==> config.mk <==
export PLATFORM = sky130hd
export DESIGN_NAME = pipeline_hazard_ctrl_flat
export DESIGN_NICKNAME = d
export VERILOG_FILES = /design/src/rtl/pipeline_hazard_ctrl_if.sv /design/src/rtl/pipeline_hazard_ctrl.sv /design/src/flat_wrapper.sv
export SDC_FILE = /design/constraint.sdc
export NUM_CORES = 1
export LEC_CHECK = 0
export ABC_CLOCK_PERIOD_IN_PS = 2350
export CAP_MARGIN = 25
export CORE_AREA = 8 8 45 47
export CTS_BUF_LIST = sky130_fd_sc_hd__clkbuf_16
export CTS_CLUSTER_DIAMETER = 80
export DETAILED_ROUTE_END_ITERATION = 8
export DIE_AREA = 0 0 53 55
export GPL_TIMING_DRIVEN = 0
export HOLD_SLACK_MARGIN = 0.15
export PLACE_DENSITY = 0.8
export REMOVE_ABC_BUFFERS = 1
export SLEW_MARGIN = 0
export SYNTH_ARGS = -nofsm -noshare
export SYNTH_HDL_FRONTEND = slang
export SYNTH_SLANG_ARGS = --single-unit
==> constraint.sdc <==
create_clock -name clk -period 2.35 [get_ports clk]
set_input_delay 0.47 -clock clk [delete_from_list [all_inputs] [get_ports clk]]
set_output_delay 0.47 -clock clk [all_outputs]
set_load 0.01 [all_outputs]
==> src/rtl/pipeline_hazard_ctrl_if.sv <==
// Hazard-controller bundle: decode/execute/memory status in, pipeline register enables/flushes out.
// HAZARD_PERF_CNT_EN adds the stallCycles_o counter output.
interface pipeline_hazard_ctrl_if #(
    parameter int REGISTER_ADDRESS_WIDTH = 5
);
    logic [REGISTER_ADDRESS_WIDTH-1:0] rs1D_i;
    logic [REGISTER_ADDRESS_WIDTH-1:0] rs2D_i;
    logic [REGISTER_ADDRESS_WIDTH-1:0] AD3E_i;
    logic                              resultSRCE_i;
    logic                              regWriteE_i;
    logic                              branchTakenE_i;
    logic                              memReqM_i;
    logic                              memReadyM_i;
    logic                              enF_o;
    logic                              enD_o;
    logic                              enE_o;
    logic                              enM_o;
    logic                              flushD_o;
    logic                              flushE_o;
    logic                              memErr_o;
`ifdef HAZARD_PERF_CNT_EN
    logic [15:0]                       stallCycles_o;

    modport master (
        output rs1D_i, rs2D_i, AD3E_i, resultSRCE_i, regWriteE_i,
               branchTakenE_i, memReqM_i, memReadyM_i,
        input  enF_o, enD_o, enE_o, enM_o, flushD_o, flushE_o, memErr_o,
               stallCycles_o
    );
    modport slave (
        input  rs1D_i, rs2D_i, AD3E_i, resultSRCE_i, regWriteE_i,
               branchTakenE_i, memReqM_i, memReadyM_i,
        output enF_o, enD_o, enE_o, enM_o, flushD_o, flushE_o, memErr_o,
               stallCycles_o
    );
`else
    modport master (
        output rs1D_i, rs2D_i, AD3E_i, resultSRCE_i, regWriteE_i,
               branchTakenE_i, memReqM_i, memReadyM_i,
        input  enF_o, enD_o, enE_o, enM_o, flushD_o, flushE_o, memErr_o
    );
    modport slave (
        input  rs1D_i, rs2D_i, AD3E_i, resultSRCE_i, regWriteE_i,
               branchTakenE_i, memReqM_i, memReadyM_i,
        output enF_o, enD_o, enE_o, enM_o, flushD_o, flushE_o, memErr_o
    );
`endif
endinterface

==> src/rtl/pipeline_hazard_ctrl.sv <==
// Five-stage pipeline hazard/stall controller: load-use interlock, branch flush, memory wait with timeout.
// Optional HAZARD_PERF_CNT_EN adds a saturating 16-bit stall-cycle counter.
module pipeline_hazard_ctrl #(
    parameter int REGISTER_ADDRESS_WIDTH = 5,
    parameter int MEM_TIMEOUT            = 15
) (
    input logic                   clk,
    input logic                   rst_n,
    pipeline_hazard_ctrl_if.slave hz
);
    localparam int WCW = $clog2(MEM_TIMEOUT + 1);
    localparam logic [WCW-1:0] TIMEOUT_CNT = WCW'(MEM_TIMEOUT);

    typedef enum logic [1:0] {RUN, MEMWAIT, ERR} state_t;

    state_t                            state;
    logic [WCW-1:0]                    wait_cnt;
    logic [REGISTER_ADDRESS_WIDTH-1:0] rs1, rs2, ad3;
    logic                              load_use, mem_stall, freeze;

    assign rs1 = hz.rs1D_i;
    assign rs2 = hz.rs2D_i;
    assign ad3 = hz.AD3E_i;

    assign load_use  = hz.resultSRCE_i & hz.regWriteE_i & (ad3 != '0) &
                       ((ad3 == rs1) | (ad3 == rs2));
    assign mem_stall = hz.memReqM_i & ~hz.memReadyM_i;
    // A dropped request counts as ready, so in RUN and MEMWAIT alike only a live stall freezes.
    assign freeze    = (state == ERR) | mem_stall;

    always_comb begin
        hz.enF_o    = 1'b1;
        hz.enD_o    = 1'b1;
        hz.enE_o    = 1'b1;
        hz.enM_o    = 1'b1;
        hz.flushD_o = 1'b0;
        hz.flushE_o = 1'b0;
        if (!rst_n) begin
            hz.enF_o    = 1'b0;
            hz.enD_o    = 1'b0;
            hz.enE_o    = 1'b0;
            hz.enM_o    = 1'b0;
            hz.flushD_o = 1'b1;
            hz.flushE_o = 1'b1;
        end else if (freeze) begin
            hz.enF_o = 1'b0;
            hz.enD_o = 1'b0;
            hz.enE_o = 1'b0;
            hz.enM_o = 1'b0;
        end else if (hz.branchTakenE_i) begin
            // Branch wins over load-use: the dependent instruction is squashed anyway.
            hz.flushD_o = 1'b1;
            hz.flushE_o = 1'b1;
        end else if (load_use) begin
            hz.enF_o    = 1'b0;
            hz.enD_o    = 1'b0;
            hz.flushE_o = 1'b1;
        end
    end

    assign hz.memErr_o = (state == ERR);

    always_ff @(posedge clk or negedge rst_n) begin
        if (!rst_n) begin
            state    <= RUN;
            wait_cnt <= '0;
        end else begin
            case (state)
                RUN: if (mem_stall) begin
                    state    <= MEMWAIT;
                    wait_cnt <= WCW'(1);
                end
                MEMWAIT: if (!mem_stall) begin
                    state    <= RUN;
                    wait_cnt <= '0;
                end else if (wait_cnt == TIMEOUT_CNT) begin
                    state <= ERR;
                end else begin
                    wait_cnt <= wait_cnt + WCW'(1);
                end
                default: state <= ERR;
            endcase
        end
    end

`ifdef HAZARD_PERF_CNT_EN
    logic [15:0] stall_cnt;

    always_ff @(posedge clk or negedge rst_n) begin
        if (!rst_n)
            stall_cnt <= '0;
        else if (!hz.enF_o && stall_cnt != 16'hFFFF)
            stall_cnt <= stall_cnt + 16'd1;
    end

    assign hz.stallCycles_o = stall_cnt;
`endif
endmodule

==> src/flat_wrapper.sv <==
// flat-port wrapper written by rule: the top's interface ports become plain ports
module pipeline_hazard_ctrl_flat 
#(
    parameter int REGISTER_ADDRESS_WIDTH = 5,
    parameter int MEM_TIMEOUT            = 15
)
  (clk, rst_n, hz_rs1D_i, hz_rs2D_i, hz_AD3E_i, hz_resultSRCE_i, hz_regWriteE_i, hz_branchTakenE_i, hz_memReqM_i, hz_memReadyM_i, hz_enF_o, hz_enD_o, hz_enE_o, hz_enM_o, hz_flushD_o, hz_flushE_o, hz_memErr_o);
  pipeline_hazard_ctrl_if #(.REGISTER_ADDRESS_WIDTH(REGISTER_ADDRESS_WIDTH)) hz_i ();
  input logic clk;
  input logic rst_n;
  input wire logic [$bits(hz_i.rs1D_i)-1:0] hz_rs1D_i;
  input wire logic [$bits(hz_i.rs2D_i)-1:0] hz_rs2D_i;
  input wire logic [$bits(hz_i.AD3E_i)-1:0] hz_AD3E_i;
  input wire logic [$bits(hz_i.resultSRCE_i)-1:0] hz_resultSRCE_i;
  input wire logic [$bits(hz_i.regWriteE_i)-1:0] hz_regWriteE_i;
  input wire logic [$bits(hz_i.branchTakenE_i)-1:0] hz_branchTakenE_i;
  input wire logic [$bits(hz_i.memReqM_i)-1:0] hz_memReqM_i;
  input wire logic [$bits(hz_i.memReadyM_i)-1:0] hz_memReadyM_i;
  output wire logic [$bits(hz_i.enF_o)-1:0] hz_enF_o;
  output wire logic [$bits(hz_i.enD_o)-1:0] hz_enD_o;
  output wire logic [$bits(hz_i.enE_o)-1:0] hz_enE_o;
  output wire logic [$bits(hz_i.enM_o)-1:0] hz_enM_o;
  output wire logic [$bits(hz_i.flushD_o)-1:0] hz_flushD_o;
  output wire logic [$bits(hz_i.flushE_o)-1:0] hz_flushE_o;
  output wire logic [$bits(hz_i.memErr_o)-1:0] hz_memErr_o;
  assign hz_i.rs1D_i = hz_rs1D_i;
  assign hz_i.rs2D_i = hz_rs2D_i;
  assign hz_i.AD3E_i = hz_AD3E_i;
  assign hz_i.resultSRCE_i = hz_resultSRCE_i;
  assign hz_i.regWriteE_i = hz_regWriteE_i;
  assign hz_i.branchTakenE_i = hz_branchTakenE_i;
  assign hz_i.memReqM_i = hz_memReqM_i;
  assign hz_i.memReadyM_i = hz_memReadyM_i;
  assign hz_enF_o = hz_i.enF_o;
  assign hz_enD_o = hz_i.enD_o;
  assign hz_enE_o = hz_i.enE_o;
  assign hz_enM_o = hz_i.enM_o;
  assign hz_flushD_o = hz_i.flushD_o;
  assign hz_flushE_o = hz_i.flushE_o;
  assign hz_memErr_o = hz_i.memErr_o;
  pipeline_hazard_ctrl #(.REGISTER_ADDRESS_WIDTH(REGISTER_ADDRESS_WIDTH), .MEM_TIMEOUT(MEM_TIMEOUT)) u_core (.clk(clk), .rst_n(rst_n), .hz(hz_i));
endmodule
Word-level counts from Yosys, hierarchy flattened --
Index checks and enable logic that the tools add are counted.
Word-level totals: register bits after elaboration 6, output and inout port bits 7, word-level logic and storage cells 44
Cells by class: add/subtract/negate cells 1, eq/ne operators 8, mux-type cells 21, bitwise operators 7, reduce and logical (&&, ||, !) cells 5
Operators by type and width (number):
- 2-to-1 mux 1 bit | 13
- 2-to-1 mux 4 bit | 3
- equality test 5 bit | 2
- case mux 4 bit (2 select lines) | 1
- 2-to-1 mux 2 bit | 3
- inequality test 3 bit (second input constant) | 2
- nonzero test 5 bit | 1
- adder 4 x 1 -> 4 bit (second input constant) | 1
- AND 1 bit | 4
- equality test 4 bit (second input constant) | 1
- case mux 2 bit (2 select lines) | 1
- AND reduction 3 bit | 1
- equality test 2 x 1 -> 1 bit (second input constant) | 1
- equality test 2 bit (second input constant) | 1
- logical NOT 2 bit | 1
- inequality test 2 x 1 -> 1 bit (second input constant) | 1
- bitwise OR 1 bit | 2
- AND reduction 2 bit | 1
- nonzero test 2 bit | 1
- NOT 1 bit | 1

Longest topological paths before layout --
Gate-level depths: netlist of the first run.
depth after elaboration 7, depth in mapped cells 5

Worst setup path after synthesis of the first run --
OpenSTA, ideal clock, no wires.
path type input to output, start in hz_AD3E_i[1], end out hz_enF_o, arrival 1467 ps, setup slack 413 ps, cell stages on the path 4, buffers on the path 1, path through or4_4 -> o211ai_2 -> o31a_1 -> buf_4
On the way: word-level cells in the longest chain between the ends 7, elaborated cells between the ends (all ways) 10
RTL lines:
- start, declared | RTL line flat_wrapper.sv:13 | input wire logic [$bits(hz_i.AD3E_i)-1:0] hz_AD3E_i;
- equality test 5 bit or nonzero test 5 bit (tied branches) | RTL line pipeline_hazard_ctrl.sv:26, pipeline_hazard_ctrl.sv:25
- bitwise OR 1 bit or AND 1 bit (tied branches) | RTL line pipeline_hazard_ctrl.sv:26, pipeline_hazard_ctrl.sv:25
- AND 1 bit * | RTL line pipeline_hazard_ctrl.sv:25 | assign load_use = hz.resultSRCE_i & hz.regWriteE_i & (ad3 != '0) &
- 2-to-1 mux 1 bit * (4 in series)
- end, declared | RTL line flat_wrapper.sv:19 | output wire logic [$bits(hz_i.enF_o)-1:0] hz_enF_o;
Every way passes the cells marked *; elsewhere a longest branch is shown, timed or not.

Worst setup path after layout of the first run --
start in hz_memReadyM_i, end out hz_flushE_o
On the way: word-level cells in the longest chain between the ends 5
RTL lines:
- start, declared | RTL line flat_wrapper.sv:18 | input wire logic [$bits(hz_i.memReadyM_i)-1:0] hz_memReadyM_i;
- NOT 1 bit | RTL line pipeline_hazard_ctrl.sv:27 | assign mem_stall = hz.memReqM_i & ~hz.memReadyM_i;
- AND 1 bit | RTL line pipeline_hazard_ctrl.sv:27
- bitwise OR 1 bit | RTL line pipeline_hazard_ctrl.sv:29 | assign freeze = (state == ERR) | mem_stall;
- 2-to-1 mux 1 bit | RTL line pipeline_hazard_ctrl.sv:45 | end else if (freeze) begin
- 2-to-1 mux 1 bit | RTL line pipeline_hazard_ctrl.sv:38 | if (!rst_n) begin
- end, declared | RTL line flat_wrapper.sv:24 | output wire logic [$bits(hz_i.flushE_o)-1:0] hz_flushE_o;
No other way between the ends.

==> results of run 1 <==
-- power by group --
group          internal, µW  leakage (µW)  total [µW]  switching [µW]
combinational          55.5      0.000262        95.3            39.8
sequential              110     0.0000796         117            7.08
clock                   219     0.0000370         278            59.1
total                   384      0.000379         490             106
-- what timing repair did --
action                     4_1_cts  5_1_grt
setup buffers                    0        2
gates cloned                     0        0
resized for setup               20        1
pin swaps                        3        0
setup endpoints to repair        6        3
-- logic make-up (layout without fill, tap and decap cells) --
family	after synthesis	after routing	synth area share, %
AO/OA/AOI/OAI	15	15	21.09
buffers and inverters	5	36	5.210
flip-flops	6	6	29.78
adder cells (fa/ha/maj)	1	1	2.481
XOR/XNOR	10	10	17.37
AND/OR/NAND/NOR	19	19	24.07
-- Yosys cell counts, drive strengths merged, types with 2 or more instances --
cell type / n
buf: 2
o31a: 2
xor2: 10
inv: 3
nor2: 5
o21ai: 4
nand2: 2
o211ai: 2
dfrtp: 6
nand3: 2
nor3: 2
a21oi: 2
-- metal layers --
metal  vias up  global-route usage [%]
met3         5                   4.545
met2         8                   19.92
met4         0                   5.603
met5         -                       0
li1        266                       -
met1       255                   10.87
-- area by class of cell --
class,instances,share of cell area [%]
multi-input cells,45,38.72
clock buffers,3,8.734
flip-flops and latches,6,17.47
inverters,3,1.310
repair buffers,30,31.44
well taps,16,2.329
-- worst paths after layout --
kind                                                start                        endpoint  slack (ns)  depth (start not counted)
min in group asynchronous                           rst_n  u_core.wait_cnt[2]$_DFFE_PN0P_        0.53                          1
setup reg to reg           u_core.wait_cnt[0]$_DFFE_PN0P_  u_core.wait_cnt[1]$_DFFE_PN0P_        0.91                          5
max in group asynchronous                           rst_n  u_core.wait_cnt[0]$_DFFE_PN0P_        1.55                          1
hold reg to reg            u_core.wait_cnt[0]$_DFFE_PN0P_  u_core.wait_cnt[0]$_DFFE_PN0P_        0.51                          1
setup / recovery                           hz_memReadyM_i                     hz_flushE_o        0.06                          5
hold / removal             u_core.wait_cnt[0]$_DFFE_PN0P_  u_core.wait_cnt[0]$_DFFE_PN0P_        0.51                          1
-- critical path, stage by stage --
cell	delay [ns]
clkdlybuf4s50_1	0.46
and2b_2	0.25
or3_1	0.34
o211ai_1	0.15
buf_2	0.15
-- state kept, by name (all words and copies together) (netlist names) --
name	cells
u_core.state	2
u_core.wait_cnt	4
-- per-stage QoR --
stage	power [µW]	cell area, µm²	setup slack (ns)
after global routing	514.3	859.6	0.004041
final	489.8	859.6	0.05845
after detailed placement	219.0	789.5	-0.5253
after global placement	216.3	789.5	-0.5058
after CTS	490.5	839.6	0.03468
after floorplan	154.5	489.2	0.5030
==> flow_metrics.env, run 1 <==
export IMPL_status="completed"
export IMPL_synth_area_leaders="dfrtp_1 (30%), xor2_1 (17%), nor2_1 (3.7%)"
export IMPL_synth_top_area_share_pct=29.78
export IMPL_place_gp_congestion=0.7748
export IMPL_clockBufferDepth=2
export IMPL_fin_tns_setup_ns=0
export IMPL_final_common_cell="clkdlybuf4s50_1"
export IMPL_die_x_um=53
export IMPL_multi_input_area_um2=332.8
export IMPL_ys_flop_type="dfrtp_1"
export IMPL_p_leak_uw=0.0003789
export IMPL_crit_fanout=5
export IMPL_fin_nets=112
export IMPL_dieHeight_um=55
export IMPL_wl_met2_um=915
export IMPL_start_kind="input port"
export IMPL_grt_first_pass_wirelength_um=2318
export IMPL_yosys_warnings=0
export IMPL_final_seq_area_um2=150.1
export IMPL_finalSetupViolations=0
export IMPL_synth_edf_count=0
export IMPL_met3_length_um=59
export IMPL_avgSynthCellArea_um2=9.004
export IMPL_max_slew_margin_rel_pct=74.85
export IMPL_finalHoldViolations=0
export IMPL_drt_wl_total_um=1585
export IMPL_cts_tree="yes"
export IMPL_worst_skew_pair_late_latency_ns=0.23
export IMPL_crit_type="in2out"
export IMPL_power_density_nw_per_um2=569.8
export IMPL_skew_ns=0.002237
export IMPL_worstPathArrival_ns=1.82
export IMPL_drt_first_pass_iters=3
export IMPL_final_cell_mix="clkdlybuf4s50_1 (17), xor2_1 (10), dlygate4sd2_1 (8)"
export IMPL_wl_met1_um=571
export IMPL_synth_seq_cells=6
export IMPL_synthArstFlopShare_pct=100.0
export IMPL_start_util_pct=36.44
export IMPL_clock_sinks=6
export IMPL_slew_violations=0
export IMPL_cts_root_buf="clkbuf_16"
export IMPL_ys_seq_area_share_pct=29.78
export IMPL_io_buffers=28
export IMPL_grt_max_degree=10
export IMPL_critPathRequiredTime_ns=1.88
export IMPL_fillers=119
export IMPL_grt_pass1_vias=508
export IMPL_drt_initial_drc_count=2
export IMPL_synth_top_area_cell="dfrtp_1"
export IMPL_numCtsBuffers=3
export IMPL_cap_viol_max_count=0
export IMPL_crit_path_end_kind="primary output"
export IMPL_drcViolationCount=0
export IMPL_antenna_left=0
export IMPL_dp_hpwl_um=1292
export IMPL_area_growth_pct=70.47
export IMPL_cts_clk_slew_worst_paths_ns=0.03
export IMPL_antenna_cells=0
export IMPL_drive_gt1_share_pct=16.09
export IMPL_num_vias=534
export IMPL_ctsHoldBuffers=0
export IMPL_period_share_pct=97.51
export IMPL_overflow=0
export IMPL_hold_slack_ns=0.5123
export IMPL_ys_types=28
export IMPL_stdcell_count=103
export IMPL_hold_class="reg2reg"
export IMPL_worstMarginPinSlew_ns=0.3761
export IMPL_synthCells=56
export IMPL_rows=14
export IMPL_dpl_cell_count=98
export IMPL_io_pin_count=29
export IMPL_route_detailed_vias_per_inst=5.184
export IMPL_h_tree_depth=1
export IMPL_antenna_found_initial=0
export IMPL_core_um2=1384
export IMPL_utilization_pct=62.12
export IMPL_post_route_min_period_ns=2.292
export IMPL_syn_area_um2=504.2
export IMPL_fmax_mhz=436.4
export IMPL_top_layer="met4"
export IMPL_dieArea_um2=2915
export IMPL_post_drt_wl_per_cell_um=15.39
export IMPL_rsz0062_at_grt="no"
export IMPL_grtUsageTotal_pct=11.12
export IMPL_peakVddDrop_v=0.0004256
Note: power is estimated with default switching activity, not from simulation.
==> inputs of run 2 (changes only) <==
Settings changed: CELL_PAD_IN_SITES_DETAIL_PLACEMENT set to 1, CELL_PAD_IN_SITES_GLOBAL_PLACEMENT set to 2, CORE_AREA 8 8 45 47 to unset, CORE_MARGIN set to 8, CORE_UTILIZATION set to 21, DIE_AREA 0 0 53 55 to unset, PLACE_DENSITY 0.8 to unset, PLACE_DENSITY_LB_ADDON set to 0.1.
==> run 2 against run 1 <==
Register-to-register slack got worse by 0.03 ns. Clock skew fell by 0.0012 ns. Core utilization fell by 23 points. Maximum frequency rose by 0.97%. Sequential share of layout area fell by 0.37 points. Routed wire length rose by 1.6%. Critical path depth did not move. Via count fell by 3.4%. Largest cell class unchanged.
==> flow_metrics.env, run 2 (synthesis results as in run 1) <==
export IMPL_cts_tree="yes"
export IMPL_drt_wl_total_um=1611
export IMPL_start_kind="input port"
export IMPL_cts_clk_slew_worst_paths_ns=0.03
export IMPL_antenna_left=0
export IMPL_max_slew_margin_rel_pct=73.00
export IMPL_io_pin_count=29
export IMPL_reg_top3="u_core.wait_cnt x4, u_core.state x2"
export IMPL_fin_nets=112
export IMPL_rows=17
export IMPL_period_share_pct=96.58
export IMPL_core_um2=2233
export IMPL_clock_sinks=6
export IMPL_fmax_mhz=440.6
export IMPL_power_density_nw_per_um2=558.7
export IMPL_place_gp_congestion=0.7368
export IMPL_hold_class="reg2reg"
export IMPL_crit_path_end_kind="primary output"
export IMPL_worst_skew_pair_late_latency_ns=0.23
export IMPL_final_cell_mix="clkdlybuf4s50_1 (17), xor2_1 (10), dfrtp_1 (6)"
export IMPL_die_x_um=65
export IMPL_crit_type="in2out"
export IMPL_dp_hpwl_um=1351
export IMPL_peakVddDrop_v=0.0002822
export IMPL_antenna_cells=0
export IMPL_rsz0062_at_grt="no"
export IMPL_largest_reg_flops=4
export IMPL_finalHoldViolations=0
export IMPL_slew_violations=0
export IMPL_antenna_found_initial=0
export IMPL_grt_pass1_vias=576
export IMPL_ctsHoldBuffers=0
export IMPL_grtUsageTotal_pct=8.520
export IMPL_grt_first_pass_wirelength_um=2656
export IMPL_worstMarginPinSlew_ns=0.4037
export IMPL_clockBufferDepth=2
export IMPL_drt_initial_drc_count=7
export IMPL_p_leak_uw=0.0003760
export IMPL_h_tree_depth=1
export IMPL_start_util_pct=22.58
export IMPL_io_buffers=28
export IMPL_grt_max_degree=10
export IMPL_finalSetupViolations=0
export IMPL_overflow=0
export IMPL_post_drt_wl_per_cell_um=14.01
export IMPL_hold_depth=1
export IMPL_finalPower_uw=490.7
export IMPL_num_vias=516
export IMPL_drive_gt1_share_pct=20.69
export IMPL_ff2ff_path_depth=5
export IMPL_final_common_cell="clkdlybuf4s50_1"
export IMPL_fin_tns_setup_ns=0
export IMPL_post_route_min_period_ns=2.270
export IMPL_drt_first_pass_iters=4
export IMPL_dieHeight_um=65
export IMPL_status="completed"
export IMPL_cts_root_buf="clkbuf_16"
export IMPL_dieArea_um2=4225
export IMPL_worstPathArrival_ns=1.80
export IMPL_drcViolationCount=0
export IMPL_route_detailed_vias_per_inst=4.487
export IMPL_largest_register="u_core.wait_cnt"
export IMPL_cap_viol_max_count=0
export IMPL_utilization_pct=39.33
export IMPL_area_growth_pct=74.19
export IMPL_crit_fanout=3
export IMPL_critPathRequiredTime_ns=1.88
export IMPL_skew_ns=0.001080
export IMPL_numCtsBuffers=3
-- run 2: changes by cell type in the layout (fill, tap and decap cells not counted), sizes merged --
| cell | before | now |
|---|---|---|
| dlygate4sd2 | 8 | 5 |
| clkdlybuf4s15 | 0 | 1 |
| clkbuf | 3 | 5 |
-- run 2: cell type report --
| type | count | area (µm²) |
|---|---|---|
| multi-input combinational | 45 | 342.8 |
| clock buffer | 3 | 75.07 |
| timing repair buffer | 30 | 264.0 |
| fill | 276 | 1355 |
| inverter | 3 | 11.26 |
| tap | 28 | 35.03 |
| sequential | 6 | 150.1 |
-- run 2: timing repair --
action / 4_1_cts / 5_1_grt
setup endpoints to repair: 6 / 3
resized for setup: 20 / 8
pin swaps: 3 / 2
setup buffers: 1 / 1
hold endpoints to repair: 0 / 0
-- run 2: worst paths after layout --
check / endpoint / startpoint / slack, ns
worst max-delay path: hz_flushE_o / hz_memReadyM_i / 0.08
worst min-delay path: u_core.wait_cnt[0]$_DFFE_PN0P_ / u_core.wait_cnt[0]$_DFFE_PN0P_ / 0.51
worst max register to register: u_core.wait_cnt[1]$_DFFE_PN0P_ / u_core.wait_cnt[0]$_DFFE_PN0P_ / 0.88
worst min register to register: u_core.wait_cnt[0]$_DFFE_PN0P_ / u_core.wait_cnt[0]$_DFFE_PN0P_ / 0.51
max in group asynchronous: u_core.wait_cnt[1]$_DFFE_PN0P_ / rst_n / 1.53
min in group asynchronous: u_core.state[1]$_DFFE_PN0P_ / rst_n / 0.54
-- run 2: routing by layer --
layer	up-vias	GRT usage, %	part of all wire (%)
li1	263	-	-
met1	232	7.367	39
met5	-	0	0
met2	16	14.66	51
met4	0	4.905	2.2
met3	5	5.498	7.8
-- run 2: worst max-delay path, stage by stage --
cell             delay (ns)
clkdlybuf4s50_1        0.47
and2b_2                0.23
or3_1                  0.30
o211ai_1               0.17
buf_2                  0.16
-- run 2: metrics by stage --
stage / std cells / hold slack [ns] / setup slack [ns] / instance area [µm²]
finish: 115 / 0.5139 / 0.08043 / 878.3
global route: 115 / 0.5420 / 0.01277 / 878.3
CTS: 114 / 0.5176 / -0.01509 / 862.1
detailed placement: 110 / 0.5135 / -0.5396 / 804.5
global placement: 110 / 0.5084 / -0.5486 / 804.5
floorplan: 54 / 0.1744 / 0.5030 / 489.2
-- run 2: where the power goes --
group | internal [µW] | switching [µW]
clock | 218 | 58.1
sequential | 110 | 7.05
combinational | 56.3 | 41.0
==> inputs of run 3 (changes only) <==
Settings changed: CTS_BUF_LIST sky130_fd_sc_hd__clkbuf_16 to unset, PLACE_DENSITY set to 0.93, PLACE_DENSITY_LB_ADDON 0.1 to unset.
==> run 3 against run 2 <==
Critical path depth increased by 1. Non-clock buffer count increased by 1. First-iteration DRC count decreased by 14%. Critical path type unchanged.
==> flow_metrics.env, run 3 (synthesis results as in run 1) <==
export IMPL_utilization_pct=37.70
export IMPL_start_util_pct=22.58
export IMPL_clock_sinks=6
export IMPL_drt_wl_total_um=1754
export IMPL_finalPower_uw=317.5
export IMPL_period_share_pct=96.97
export IMPL_dp_hpwl_um=1408
export IMPL_start_kind="input port"
export IMPL_fillers=271
export IMPL_route_detailed_vias_per_inst=4.672
export IMPL_drive_gt1_share_pct=23.86
export IMPL_rows=17
export IMPL_peakVddDrop_v=0.0002980
export IMPL_largest_reg_flops=4
export IMPL_antenna_found_initial=0
export IMPL_antenna_cells=0
export IMPL_fmax_mhz=438.8
export IMPL_area_growth_pct=67.00
export IMPL_antenna_left=0
export IMPL_crit_fanout=5
export IMPL_skew_ns=0.001452
export IMPL_crit_family="buffers and inverters"
export IMPL_power_share_clock_pct=30.6
export IMPL_ctsHoldBuffers=0
export IMPL_worstMarginPinSlew_ns=0.3925
export IMPL_power_frac_comb_pct=32.6
export IMPL_grt_first_pass_wirelength_um=2835
export IMPL_slew_violations=0
export IMPL_fin_ws_ns=0.07131
export IMPL_finalInstanceArea_um2=842.1
export IMPL_finalSetupViolations=0
export IMPL_p_int_uw=226.8
export IMPL_overflow=0
export IMPL_worstPathArrival_ns=1.81
export IMPL_drcViolationCount=0
export IMPL_place_ws_ns=-0.5183
export IMPL_slowest_stage="clkdlybuf4s50_1"
export IMPL_final_common_cell="clkdlybuf4s50_1"
export IMPL_rrSetupSlack_ns=0.88
export IMPL_pwr_share_seq_pct=36.9
export IMPL_cts_clk_slew_worst_paths_ns=0.05
export IMPL_drt_first_pass_iters=2
export IMPL_post_route_min_period_ns=2.279
export IMPL_final_cell_mix="clkdlybuf4s50_1 (17), xor2_1 (10), dfrtp_1 (6)"
export IMPL_power_density_nw_per_um2=377.1
export IMPL_io_pin_count=29
export IMPL_p_leak_uw=0.0003592
export IMPL_critPathRequiredTime_ns=1.88
export IMPL_hold_class="in2async"
export IMPL_cts_tree="yes"
export IMPL_cts_root_buf="clkbuf_4"
export IMPL_io_buffers=28
export IMPL_die_x_um=65
export IMPL_grt_max_degree=10
export IMPL_fin_nets=113
export IMPL_h_tree_depth=1
export IMPL_grtUsageTotal_pct=8.683
export IMPL_swShare_pct=28.56
export IMPL_path_buf_inv=3
export IMPL_core_um2=2233
export IMPL_post_dp_cell_area_um2=804.5
export IMPL_crit_type="in2out"
export IMPL_crit_path_end_kind="primary output"
export IMPL_max_stage_delay_ns=0.47
export IMPL_worst_skew_pair_late_latency_ns=0.25
export IMPL_status="completed"
export IMPL_finalHoldViolations=0
export IMPL_drt_initial_drc_count=6
export IMPL_max_slew_margin_rel_pct=73.75
export IMPL_dieArea_um2=4225
export IMPL_clockBufferDepth=2
export IMPL_dieHeight_um=65
export IMPL_post_drt_wl_per_cell_um=15.12
export IMPL_num_vias=542
export IMPL_cap_viol_max_count=0
export IMPL_reg_top3="u_core.wait_cnt x4, u_core.state x2"
export IMPL_place_gp_congestion=0.7629
export IMPL_grt_pass1_vias=597
export IMPL_fin_tns_setup_ns=0
export IMPL_numCtsBuffers=3
export IMPL_path_cells="clkdlybuf4s50_1 -> and2b_4 -> buf_4 -> nor2_2 -> and2_4 -> dlygate4sd2_1"
export IMPL_largest_register="u_core.wait_cnt"
export IMPL_netSwitchingPower_uw=90.69
-- run 3: changes by cell type in the layout (fill, tap and decap cells not counted), sizes merged --
| cell | before | now |
|---|---|---|
| dlygate4sd2 | 5 | 3 |
| buf | 5 | 6 |
| clkdlybuf4s15 | 1 | 3 |
-- run 3: final cells by class --
cell class / count / area (µm²) / area share [%]
tap: 28 / 35.03 / 4.160
clock buffer: 3 / 22.52 / 2.675
inverter: 3 / 11.26 / 1.337
sequential: 6 / 150.1 / 17.83
timing repair buffer: 31 / 274.0 / 32.54
multi-input combinational: 45 / 349.1 / 41.46
-- run 3: worst paths after layout --
check,endpoint,cells after the start,start
setup / recovery,hz_enM_o,6,hz_memReadyM_i
hold / removal,u_core.wait_cnt[2]$_DFFE_PN0P_,1,rst_n
setup reg to reg,u_core.wait_cnt[1]$_DFFE_PN0P_,5,u_core.wait_cnt[0]$_DFFE_PN0P_
hold reg to reg,u_core.wait_cnt[0]$_DFFE_PN0P_,1,u_core.wait_cnt[0]$_DFFE_PN0P_
max in group asynchronous,u_core.wait_cnt[1]$_DFFE_PN0P_,1,rst_n
min in group clk,u_core.wait_cnt[0]$_DFFE_PN0P_,1,u_core.wait_cnt[0]$_DFFE_PN0P_
-- run 3: power groups by stage --
stage	Sequential [µW]	Clock (µW)	Combinational (µW)
after floorplan	116	0	38.1
after CTS	117	103	96.6
after global routing	118	111	114
final	117	97.1	103
after detailed placement	118	0	103
after global placement	118	0	100
-- run 3: per-stage QoR --
stage | cells | hold WS, ns
6_report | 116 | 0.5144
5_1_grt | 116 | 0.5393
4_1_cts | 114 | 0.5231
3_5_place_dp | 110 | 0.5165
3_3_place_gp | 110 | 0.4995
2_1_floorplan | 54 | 0.1744
-- run 3: repair_timing --
| item | 4_1_cts | 5_1_grt |
|---|---|---|
| cloned | 0 | 0 |
| endpoints found under the setup margin | 6 | 3 |
| resized for setup | 22 | 11 |
| pin swaps | 3 | 5 |
| buffers inserted | 1 | 2 |
-- run 3: routing by layer --
metal,part of all wire [%],vias up,global-route usage [%]
li1,-,267,-
met1,38,263,9.100
met2,56,12,15.65
met3,5.8,0,4.467
met4,0,0,0.8174
met5,0,-,0
